<file path="src/rtl/lcd_char_buffer.sv">
// Character buffer feeding the LCD state machine: host valid/ready write port with
// character/command decode, registered read port, display-on request and frame-dirty tracking.
module lcd_char_buffer #(
    parameter int unsigned DEPTH     = 32,
    parameter int unsigned ADDR_W    = 5,
    parameter logic [7:0]  FILL_CHAR = 8'h20
) (
    input  logic              clk,
    input  logic              resetN,
    input  logic              wrValid,
    output logic              wrReady,
    input  logic [7:0]        wrData,
    input  logic              wrIsCmd,
    input  logic [ADDR_W-1:0] addrToRead,
    output logic [7:0]        dataOut,
    output logic              lcdOnOut,
    output logic              frameDirty,
    input  logic              frameAck,
    output logic [ADDR_W-1:0] cursor,
    output logic              cmdError
);

    localparam logic [ADDR_W-1:0] LAST_IDX = ADDR_W'(DEPTH - 1);
    localparam logic [7:0] CMD_CLEAR = 8'h01;
    localparam logic [7:0] CMD_HOME  = 8'h02;
    localparam logic [7:0] CMD_ON    = 8'h0C;
    localparam logic [7:0] CMD_OFF   = 8'h08;

    typedef enum logic [1:0] {
        S_INIT_CLEAR = 2'd0,
        S_CLEAR      = 2'd1,
        S_IDLE       = 2'd2
    } state_t;

    state_t              r_state;
    logic [ADDR_W-1:0]   r_cursor;
    logic [ADDR_W-1:0]   r_clr_idx;
    logic                r_wr_ready;
    logic                r_lcd_on;
    logic                r_dirty;
    logic                r_cmd_err;
    logic [7:0]          r_data_out;
    logic [7:0]          r_mem [DEPTH];

    logic                w_xfer;
    logic                w_char_wr;
    logic                w_cmd;
    logic                w_clearing;
    logic                w_clr_last;
    logic                w_cmd_clear;
    logic                w_cmd_home;
    logic                w_cmd_on;
    logic                w_cmd_off;
    logic                w_cmd_setcur;
    logic                w_cmd_bad;
    logic                w_lcd_change;
    logic                w_dirty_set;
    logic                w_mem_we;
    logic [ADDR_W-1:0]   w_mem_addr;
    logic [7:0]          w_mem_wdata;

    // Transfer qualification, command decode and memory write-port selection
    always_comb begin
        w_xfer       = wrValid && r_wr_ready;
        w_char_wr    = w_xfer && !wrIsCmd;
        w_cmd        = w_xfer && wrIsCmd;
        w_clearing   = (r_state != S_IDLE);
        w_clr_last   = w_clearing && (r_clr_idx == LAST_IDX);
        w_cmd_clear  = 1'b0;
        w_cmd_home   = 1'b0;
        w_cmd_on     = 1'b0;
        w_cmd_off    = 1'b0;
        w_cmd_setcur = 1'b0;
        w_cmd_bad    = 1'b0;
        if (w_cmd) begin
            casez (wrData)
                CMD_CLEAR:    w_cmd_clear  = 1'b1;
                CMD_HOME:     w_cmd_home   = 1'b1;
                CMD_ON:       w_cmd_on     = 1'b1;
                CMD_OFF:      w_cmd_off    = 1'b1;
                8'b100?_????: w_cmd_setcur = 1'b1;
                default:      w_cmd_bad    = 1'b1;
            endcase
        end
        w_lcd_change = (w_cmd_on && !r_lcd_on) || (w_cmd_off && r_lcd_on);
        w_dirty_set  = w_char_wr || w_clr_last || w_lcd_change;

        w_mem_we    = 1'b0;
        w_mem_addr  = r_cursor;
        w_mem_wdata = wrData;
        if (w_clearing) begin
            w_mem_we    = 1'b1;
            w_mem_addr  = r_clr_idx;
            w_mem_wdata = FILL_CHAR;
        end else if (w_char_wr) begin
            w_mem_we = 1'b1;
        end
    end

    // Control state: clear sequencing, cursor, display-on and error tracking
    always_ff @(posedge clk or negedge resetN) begin
        if (!resetN) begin
            r_state    <= S_INIT_CLEAR;
            r_cursor   <= '0;
            r_clr_idx  <= '0;
            r_wr_ready <= 1'b0;
            r_lcd_on   <= 1'b0;
            r_dirty    <= 1'b0;
            r_cmd_err  <= 1'b0;
        end else begin
            case (r_state)
                S_INIT_CLEAR, S_CLEAR: begin
                    if (w_clr_last) begin
                        r_state    <= S_IDLE;
                        r_clr_idx  <= '0;
                        r_wr_ready <= 1'b1;
                    end else begin
                        r_clr_idx <= r_clr_idx + ADDR_W'(1);
                    end
                end
                S_IDLE: begin
                    if (w_char_wr) begin
                        r_cursor <= r_cursor + ADDR_W'(1);
                    end
                    if (w_cmd_clear) begin
                        r_state    <= S_CLEAR;
                        r_wr_ready <= 1'b0;
                        r_cursor   <= '0;
                    end
                    if (w_cmd_home) begin
                        r_cursor <= '0;
                    end
                    if (w_cmd_setcur) begin
                        r_cursor <= ADDR_W'(wrData[4:0]);
                    end
                    if (w_cmd_on) begin
                        r_lcd_on <= 1'b1;
                    end
                    if (w_cmd_off) begin
                        r_lcd_on <= 1'b0;
                    end
                    if (w_cmd_bad) begin
                        r_cmd_err <= 1'b1;
                    end
                end
                default: begin
                    r_state    <= S_INIT_CLEAR;
                    r_clr_idx  <= '0;
                    r_wr_ready <= 1'b0;
                end
            endcase

            // A set event on the same edge as an acknowledge keeps the frame dirty
            if (w_dirty_set) begin
                r_dirty <= 1'b1;
            end else if (frameAck) begin
                r_dirty <= 1'b0;
            end
        end
    end

    // Cell storage; not reset, the init clear fills it
    always_ff @(posedge clk) begin
        if (w_mem_we) begin
            r_mem[w_mem_addr] <= w_mem_wdata;
        end
    end

    // Registered read port, returns pre-write contents on a same-edge collision
    always_ff @(posedge clk or negedge resetN) begin
        if (!resetN) begin
            r_data_out <= FILL_CHAR;
        end else begin
            r_data_out <= r_mem[addrToRead];
        end
    end

    assign wrReady    = r_wr_ready;
    assign dataOut    = r_data_out;
    assign lcdOnOut   = r_lcd_on;
    assign frameDirty = r_dirty;
    assign cursor     = r_cursor;
    assign cmdError   = r_cmd_err;

endmodule
</file>
<file path="config.mk">
export PLATFORM = sky130hd
export DESIGN_NAME = lcd_char_buffer
export DESIGN_NICKNAME = d
export VERILOG_FILES = /design/src/rtl/lcd_char_buffer.sv
export SDC_FILE = /design/constraint.sdc
export NUM_CORES = 1
export LEC_CHECK = 0
export ABC_AREA = 1
export CORE_UTILIZATION = 45
export DETAILED_ROUTE_END_ITERATION = 10
export MAX_ROUTING_LAYER = met4
export PLACE_DENSITY = 0.68
export SLEW_MARGIN = 40
export SYNTH_ARGS = -nofsm -noshare
export SYNTH_HDL_FRONTEND = slang
export SYNTH_SLANG_ARGS = --single-unit
</file>
<file path="constraint.sdc">
create_clock -name clk -period 4.7 [get_ports clk]
set_input_delay 0.705 -clock clk [delete_from_list [all_inputs] [get_ports clk]]
set_output_delay 0.705 -clock clk [all_outputs]
set_load 0.01 [all_outputs]
</file>
After elaboration in Yosys (flattened, before gate mapping)
Memories as Yosys holds them, arrays and structs flattened. A register that Yosys moved wholly into a read port is not among the register bits.
Cells that the tools add are included.
{ "totals": {"ff_bits": 16, "mem_bits_rw": 256, "memories": 1, "word_cells": 77} }
{ "classes": {"n_mux": 34, "reduce_logical": 22, "add_sub_neg": 2, "eq_ne": 11} }
{ "memory_table": {"columns": ["memory", "depth", "word_bits", "rd", "rd_clocked_by_memory_dff", "wr", "line", "rtl"], "rows": [
  ["r_mem", 32, 8, 1, 1, 1, "43", "logic [7:0] r_mem [DEPTH];"]
]} }
{ "ops": {"columns": ["operator", "n"], "rows": [
  ["5-bit two-way mux", 6],
  ["1-bit two-way mux", 22],
  ["8-bit by 4-bit equality test with 1-bit output (second input constant)", 2],
  ["5-bit by 1-bit adder with 5-bit output (second input constant)", 2],
  ["5-bit case mux with 2 select lines", 1],
  ["8-bit by 1-bit equality test with 1-bit output (second input constant)", 1],
  ["8-bit by 2-bit equality test with 1-bit output (second input constant)", 1],
  ["8-bit two-way mux", 1],
  ["2-bit AND reduction", 4],
  ["1-bit logical AND", 6],
  ["2-bit inequality test (second input constant)", 3],
  ["5-bit equality test (second input constant)", 1],
  ["5-bit OR reduction", 1],
  ["2-bit two-way mux", 2],
  ["2-bit case mux with 2 select lines", 1],
  ["2-bit nonzero test", 2],
  ["4-bit nonzero test", 1],
  ["3-bit equality test (second input constant)", 1],
  ["1-bit zero test", 3],
  ["1-bit logical OR", 3],
  ["2-bit by 1-bit equality test with 1-bit output (second input constant)", 1],
  ["2-bit equality test (second input constant)", 1],
  ["2-bit zero test", 1],
  ["1-bit case mux with 2 select lines", 1],
  ["2-bit OR reduction", 1]
]} }

Longest topological paths before layout
Gate-level depths: netlist of run 1.
{ "logic_depth": {"ltp_word": 7, "mapped_depth": 11, "depth_no_buf": 10} }

Worst setup path after synthesis of run 1
No wires, ideal clock.
{ "synth_timing": {"path_kind": "input -> register", "from": "input wrValid", "to": "memory r_mem[0][0] (enable)", "n_path_buf": 0, "path_slack_ns": 2.617, "path_stages": 6, "arrival_time_ns": 1.713, "required_time_ns": 4.330, "setup_time_ns": 0.370, "path_cell_list": "nand2_1 inv_1 nand2_1 nand2_1 nand3_1 nor2_1"} }
{ "synth_between": {"elab_chain_len": 6} }
{ "synth_lines": {"columns": ["item", "line", "rtl"], "rows": [
  ["from (decl)", "10", "input logic wrValid,"],
  ["1-bit logical AND", "64", "w_xfer = wrValid && r_wr_ready;"],
  ["1-bit logical AND", "65", "w_char_wr = w_xfer && !wrIsCmd;"],
  ["1-bit two-way mux", "95", "end else if (w_char_wr) begin"],
  ["1-bit two-way mux", "91", "if (w_clearing) begin"],
  ["1-bit two-way mux", "164", "if (w_mem_we) begin"],
  ["1-bit two-way mux (implied by the code)", "165", "r_mem[w_mem_addr] <= w_mem_wdata;"],
  ["to (decl)", "43", null]
]} }
No other way between the ends.

Final worst setup path of run 1
{ "layout_timing": {"from": "register r_state[0]", "to": "memory r_mem[24][2] (enable)"} }
{ "layout_between": {"elab_chain_len": 4} }
{ "layout_lines": {"columns": ["item", "line", "rtl"], "rows": [
  ["from (decl)", "35", "state_t r_state;"],
  ["from (signal assigned)", "103", "r_state <= S_INIT_CLEAR;"],
  ["from (signal assigned)", "114", "r_state <= S_IDLE;"],
  ["from (signal assigned)", "126", "r_state <= S_CLEAR;"],
  ["2-bit inequality test *", "67", "w_clearing = (r_state != S_IDLE);"],
  ["1-bit two-way mux", "91", null],
  ["1-bit two-way mux", "164", null],
  ["1-bit two-way mux (implied by the code)", "165", null]
]} }
Every way passes the cells marked *; elsewhere a longest branch is shown, timed or not.

==> summary.txt, run 1 <==
Die
  – Site row count: 59
  – Die H: 164.3 um
  – Initial Utilization: a little under half
  – Die width: 164.3 um
  – Core Box Area: about 26000 um2
  – I/O Pins: 35
  – Die area: 26990 um2

STA
  – Setup TNS: 0 ns
  – Max Slew Vio Count: 0
  – Final min period: 3.014 ns
  – Relative slew slack: 47.67%
  – Slew @ Worst Pin: 0.7822 ns
  – Worst clock skew: 0.01571 ns
  – Ratio of final minimum period to clock period: 64.13%
  – Setup WS post-layout: 1.686 ns
  – Max frequency: 331.8 MHz
  – Final Hold Violating Endpoints: 0
  – # setup viols final: 0
  – RSZ-0062 raised after global routing: false

Layout
  – Layout area overhead: 13.63%
  – Fillers: between 2000 and 2500
  – Final net count: 1149
  – Ratio of cells with drive above 1 in the final layout: 6.963%
  – N_diodes: 0

Global route
  – Largest net degree at the start of global routing: 81
  – Overflow after GRT: 0
  – Vias in the first global route: 7610
  – GRT Util Overall: 21.85%
  – Initial antenna violation count: 0
  – First-pass GRT wire length: 42810 um

Flow run
  – Max Cap Viol: 0

Worst setup path
  – Max Fanout on Critical Path: 21
  – R2R depth: 7
  – Worst Path Arrival: 3.18 ns
  – CP endpoint kind: flip-flop
  – Crit start category: flip-flop
  – Required @ worst endpoint: 4.86 ns
  – Crit Path Class: flip-flop to flip-flop

Yosys
  – Cells after Synth: 1107
  – Seq/Total Area, Yosys: ~70%
  – Synth top area cells: edfxtp_1, nand2_1, nand3_1
  – Post-synth EDFFs: approximately 260
  – Most common cell in the synthesized netlist: nand2_1
  – Post-synth top flop: edfxtp_1
  – FFs w/ async S/R, synth: under 10%
  – Compound-cell area share of the yosys netlist: 1.225%
  – XOR/XNOR Fraction of Synth Area: less than 1%
  – Post-synth top cells: nand2_1, edfxtp_1, nand3_1, nor2_1, buf_2
  – Post-Synth Simple-Gate Area: about a quarter
  – Combinational family with the most area after synthesis: simple AND/OR/NAND/NOR gates
  – Yosys cell types: 29
  – Post-Syn Area: 11850 um2
  – Number of synthesized register bits: between 200 and 300
  – Top-area cell type share of the netlist area: 64.86%
  – Adder-cell share of the synthesized area: 0.3167%
  – Syn Nets: 1128
  – Syn avg cell area: between 10 and 15 um2
  – Post-synth top area cell: edfxtp_1
  – Post-synthesis mux area share: 0%
  – Synth warn: 0

Place
  – Input/output buffers: 34
  – Detail Placement HPWL: between 15000 and 20000 um
  – Post-place setup slack: between 1 and 1.5 ns
  – Final RePlAce weighted congestion: approximately 0.85

Clock tree
  – Cts hold-fix bufs: 0
  – Post-cts resize count: 0
  – CTS buffer count: 28
  – Skew-Pair Late Insertion Delay: 0.54 ns
  – CTS tree: built
  – Num Clock Sinks: 280
  – Clock Root Buffer: clkbuf_16
  – Worst-path clk slew: 0.06 ns
  – Setup repair bufs after CTS: 0
  – H-tree levels: 1
  – Clock tree buffer depth: 3

Pwr
  – Peak supply drop: between 0.3 and 0.4 mV
  – PwrDens: between 500 and 600 nW/um2
  – Pleak: 5.131 nW

Routing
  – Post-route ant nets: 0
  – Vias per cell: approximately 5.4
  – Initial DRC Count: 754
  – Via count: 7948
  – 1st-pass router iterations: 5
  – Per-cell routed wire length: between 15 and 20 um
  – DRC: 0
  – Total Wirelength: 27640 um

Min path
  – Min-Delay Path Class: flip-flop to flip-flop
  – Worst hold path depth: 1

Run status
  – Status: finished clean
==> state kept, by name, summed over array words and instances (netlist names) <==
register and cells:
r_mem 256, dataOut 8, cursor 5, r_clr_idx 5, r_state 2, cmdError 1
frameDirty 1, lcdOnOut 1, wrReady 1
==> stage by stage <==
step / area [um2] / power, mW / std cells / hold slack, ns / utilization (%)
finish: 13470 / 6.830 / 1484 / 0.4891 / 51.98
global route: 13470 / 7.096 / 1484 / 0.5436 / 51.98
CTS: 13410 / 6.830 / 1482 / 0.4920 / 51.74
detailed placement: 12550 / 4.773 / 1431 / 0.4690 / 48.43
global placement: 12440 / 4.683 / 1425 / 0.4835 / 47.99
floorplan: 11850 / 4.148 / 1107 / 0.4094 / -
==> where the power goes <==
part	switching [mW]	internal, mW
Clock	0.898	1.18
Sequential	0.110	3.22
Combinational	1.04	0.377
Total	2.05	4.78
==> final timing paths <==
| kind | endpoint | start | slack [ns] |
|---|---|---|---|
| setup / recovery | r_mem[24][2]$_DFFE_PP_ | r_state[0]$_DFFE_PN0P_ | 1.69 |
| hold / removal | cmdError$_DFFE_PN0P_ | cmdError$_DFFE_PN0P_ | 0.49 |
| setup reg to reg | r_mem[24][2]$_DFFE_PP_ | r_state[0]$_DFFE_PN0P_ | 1.69 |
| hold reg to reg | cmdError$_DFFE_PN0P_ | cmdError$_DFFE_PN0P_ | 0.49 |
| max in group asynchronous | dataOut[5]$_DFF_PN1_ | resetN | 3.79 |
| min in group asynchronous | lcdOnOut$_DFFE_PN0P_ | resetN | 0.56 |
==> area by class of cell <==
cell class | count | area, um2 | area share [%]
multi-input combinational | 733 | 3213 | 23.86
tap | 335 | 419.2 | 3.112
inverter | 38 | 146.4 | 1.087
timing repair buffer | 47 | 544.3 | 4.041
clock inverter | 16 | 107.6 | 0.7990
sequential | 280 | 8289 | 61.55
clock buffer | 35 | 748.2 | 5.556
==> per-layer routing <==
metal  vias up  routed length (um)  GRT usage (%)
met5         -                   0              -
met4         0                 795          7.912
met3        50                1864          3.333
met2       288               13070          33.81
met1      3805               11900          29.34
li1       3805                   -              -
==> kinds of logic (layout without fill, tap and decap cells) <==
group | count (synthesis) | after routing
adders and majority gates | 3 | 3
xor gates and xnor gates | 3 | 3
buffers and inverters | 94 | 136
and+or+nand+nor | 705 | 705
AOI/OAI and AO/OA | 22 | 22
DFF | 280 | 280
==> critical path: stages (launching register included) <==
cell,delay (ns)
dfrtp_1,0.41
nor2_4,0.30
inv_2,0.32
nand2_1,0.18
o21ai_2,0.09
inv_1,0.12
nand3_1,0.45
nor2_1,0.76
==> cells in the final DEF (no fill, tap or decap), types with 5 or more instances in the layout <==
master             n
nor2_1            46
nor2_4            10
nand2_1          437
edfxtp_1         256
clkbuf_16         29
o21ai_0            5
clkbuf_1           6
inv_1             33
clkdlybuf4s50_1   32
clkinv_2           5
o21ai_2            5
clkinv_1           7
dfrtp_1           23
a21oi_1            6
nand3_1          201
Note: power is estimated with default switching activity, not from simulation.
==> run 2, diff against run 1 <==
--- a/config.mk
+++ b/config.mk
@@ -9,7 +9,7 @@
 export CORE_UTILIZATION = 45
 export DETAILED_ROUTE_END_ITERATION = 10
 export MAX_ROUTING_LAYER = met4
-export PLACE_DENSITY = 0.68
+export PLACE_DENSITY = 0.71
 export SLEW_MARGIN = 40
 export SYNTH_ARGS = -nofsm -noshare
 export SYNTH_HDL_FRONTEND = slang
==> constraint.sdc (replaced) <==
create_clock -name clk -period 2.55 [get_ports clk]
set_input_delay 0.3825 -clock clk [delete_from_list [all_inputs] [get_ports clk]]
set_output_delay 0.3825 -clock clk [all_outputs]
set_load 0.01 [all_outputs]
==> run 2 against run 1 <==
  * Flip-flop and latch count unchanged
  * Critical endpoint is now r_mem[26][5]$_DFFE_PP_
  * Largest power group unchanged
  * First-iteration DRC count is 26% higher
  * Clock skew fell by 0.0029 ns
  * Maximum frequency is 33% higher
==> summary.txt, run 2 (same netlist as run 1, synthesis figures left out) <==
Run status
  – Status: finished clean

STA
  – # setup viols final: 0
  – Setup TNS: 0 ns
  – Relative slew slack: 51.49%
  – Final min period: 2.264 ns
  – Worst clock skew: about 0.013 ns
  – Max Slew Vio Count: 0
  – Ratio of final minimum period to clock period: 88.78%
  – Final Hold Violating Endpoints: 0
  – Max frequency: approximately 440 MHz
  – Slew @ Worst Pin: 0.7277 ns
  – RSZ-0062 raised after global routing: false

Pwr
  – Pleak: ~5.4 nW
  – Reg power frac: 48.0%
  – Total Power: 12.80 mW
  – Sw power: 3.840 mW
  – Clock Power Share: 30.7%
  – PwrDens: 932.7 nW/um2
  – Combinational power share: about a fifth
  – Switching share of total power: approximately 30%
  – Peak supply drop: 0.6706 mV
  – Cell internal pwr: 8.959 mW

Routing
  – 1st-pass router iterations: 5
  – Total Wirelength: between 20000 and 30000 um
  – DRC: 0
  – Vias per cell: 5.306
  – Initial DRC Count: about 950
  – Via count: 8107
  – Post-route ant nets: 0
  – Per-cell routed wire length: 18.32 um

Worst setup path
  – Worst R2R Start: r_state[1]$_DFFE_PN0P_
  – R2R depth: 10
  – Crit start category: flip-flop
  – Worst path cell trace: inv_2 > nor2_4 > inv_2 > nand2_1 > o21ai_2 > inv_1 > nor2_1 > nand2_1 > nor2_1 > buf_4
  – CP peak stage delay: 0.39 ns
  – R2R setup slack: 0.29 ns
  – CP endpoint kind: flip-flop
  – Worst Setup EP: r_mem[26][5]$_DFFE_PP_
  – Worst Path Arrival: 2.51 ns
  – Max Fanout on Critical Path: 21
  – Crit path max-delay cell type: dfrtp_1
  – Critical Path Start: r_state[1]$_DFFE_PN0P_
  – Crit Path Class: flip-flop to flip-flop
  – RR Endpoint: r_mem[26][5]$_DFFE_PP_
  – Required @ worst endpoint: around 2.8 ns

Die
  – I/O Pins: 35
  – Die area: around 27000 um2
  – Die width: 164.3 um
  – Initial Utilization: 45.74%
  – Core Box Area: 25910 um2
  – Site row count: 59
  – Die H: 164.3 um

Global route
  – GRT Util Overall: between 20 and 25%
  – First-pass GRT wire length: 43210 um
  – Grt met3 use: 2.702%
  – Met2 usage: 35.31%
  – Vias in the first global route: between 7000 and 8000
  – Overflow after GRT: 0
  – Met1 usage: 29.09%
  – Initial antenna violation count: 0
  – Largest net degree at the start of global routing: 129
  – Gr busiest metal: met2

Clock tree
  – CTS buffer count: 28
  – CTS tree: built
  – Worst-path clk slew: 0.07 ns
  – Skew-Pair Late Insertion Delay: 0.54 ns
  – Cts hold-fix bufs: 0
  – Clock Root Buffer: clkbuf_16
  – Clock tree buffer depth: 3
  – Setup repair bufs after CTS: 0
  – Post-cts resize count: 0
  – H-tree levels: 1
  – Num Clock Sinks: 280

Place
  – Placed insts: 1476
  – Final RePlAce weighted congestion: 0.8953
  – Input/output buffers: 34
  – DP Area: 12830 um2
  – Detail Placement HPWL: 17040 um

Layout
  – Layout area overhead: 15.78%
  – N_diodes: 0
  – Finished Core Util: 52.96%
  – Commonest non-fill, non-tap cell in the layout: nand2_1
  – Most frequent cells in the layout: nand2_1, edfxtp_1, nand3_1, buf_4, nor2_1
  – Ratio of cells with drive above 1 in the final layout: 10.81%
  – Fin area: 13720 um2
  – Biggest register: r_mem
  – Max reg flops: 256
  – Final std cells w/o fill: around 1500
  – Final net count: 1192

Min path
  – Min-Delay Path Class: input port to async pin

Flow run
  – Max Cap Viol: 0
-- run 2: cell count changes in the layout (fill, tap and decap cells not counted), sizes merged --
| cell | before | now |
|---|---|---|
| buf | 15 | 58 |
| clkbuf | 35 | 36 |
| clkinv | 13 | 11 |
| clkinvlp | 3 | 5 |
-- run 2: stage by stage --
stage / hold slack, ns / setup WS, ns
finish: 0.2371 / 0.2860
global route: 0.2824 / 0.1742
CTS: 0.2397 / 0.2921
detailed placement: 0.4614 / 0.3081
global placement: 0.4667 / 0.3296
floorplan: 0.08691 / 0.5166
-- run 2: cell type report --
class,count,area [um2]
well taps,335,419.2
clock inverters,16,120.1
multi-input cells,733,3176
clock buffers,36,772.0
fillers,2195,12190
flip-flops and latches,280,8289
repair buffers,90,803.3
inverters,38,143.9
-- run 2: how the worst min path moves through the flow --
stage                                    start              endpoint  depth (start not counted)
after floorplan                         resetN  cmdError$_DFFE_PN0P_                          0
after global placement    cmdError$_DFFE_PN0P_  cmdError$_DFFE_PN0P_                          1
after detailed placement  cmdError$_DFFE_PN0P_  cmdError$_DFFE_PN0P_                          1
after CTS                               resetN  cmdError$_DFFE_PN0P_                          2
after global routing                    resetN  cmdError$_DFFE_PN0P_                          2
final                                   resetN  cmdError$_DFFE_PN0P_                          2
-- run 2: power by group through the flow --
stage          Clock [mW]  Sequential, mW  Combinational (mW)
2_1_floorplan           0            6.20                1.44
3_5_place_dp            0            6.23                2.71
6_report             3.93            6.14                2.73
3_3_place_gp            0            6.22                2.66
5_1_grt              4.13            6.19                2.96
4_1_cts              3.97            6.14                2.73
-- run 2: critical path: cells and delay by family, from the launching register on --
family                 cells  cell delay [ns]
buffers and inverters      4             0.69
AND/OR/NAND/NOR            5             0.79
flip-flops                 1             0.39
AO/OA/AOI/OAI              1             0.10
-- run 2: per-layer routing --
metal  up-vias  part of all wire, %  wire length, um
met1      3817                   42            11730
met5         -                    0                0
met3        54                  8.1             2256
met2       348                   47            13210
li1       3888                    -                -
met4         0                  2.8              794
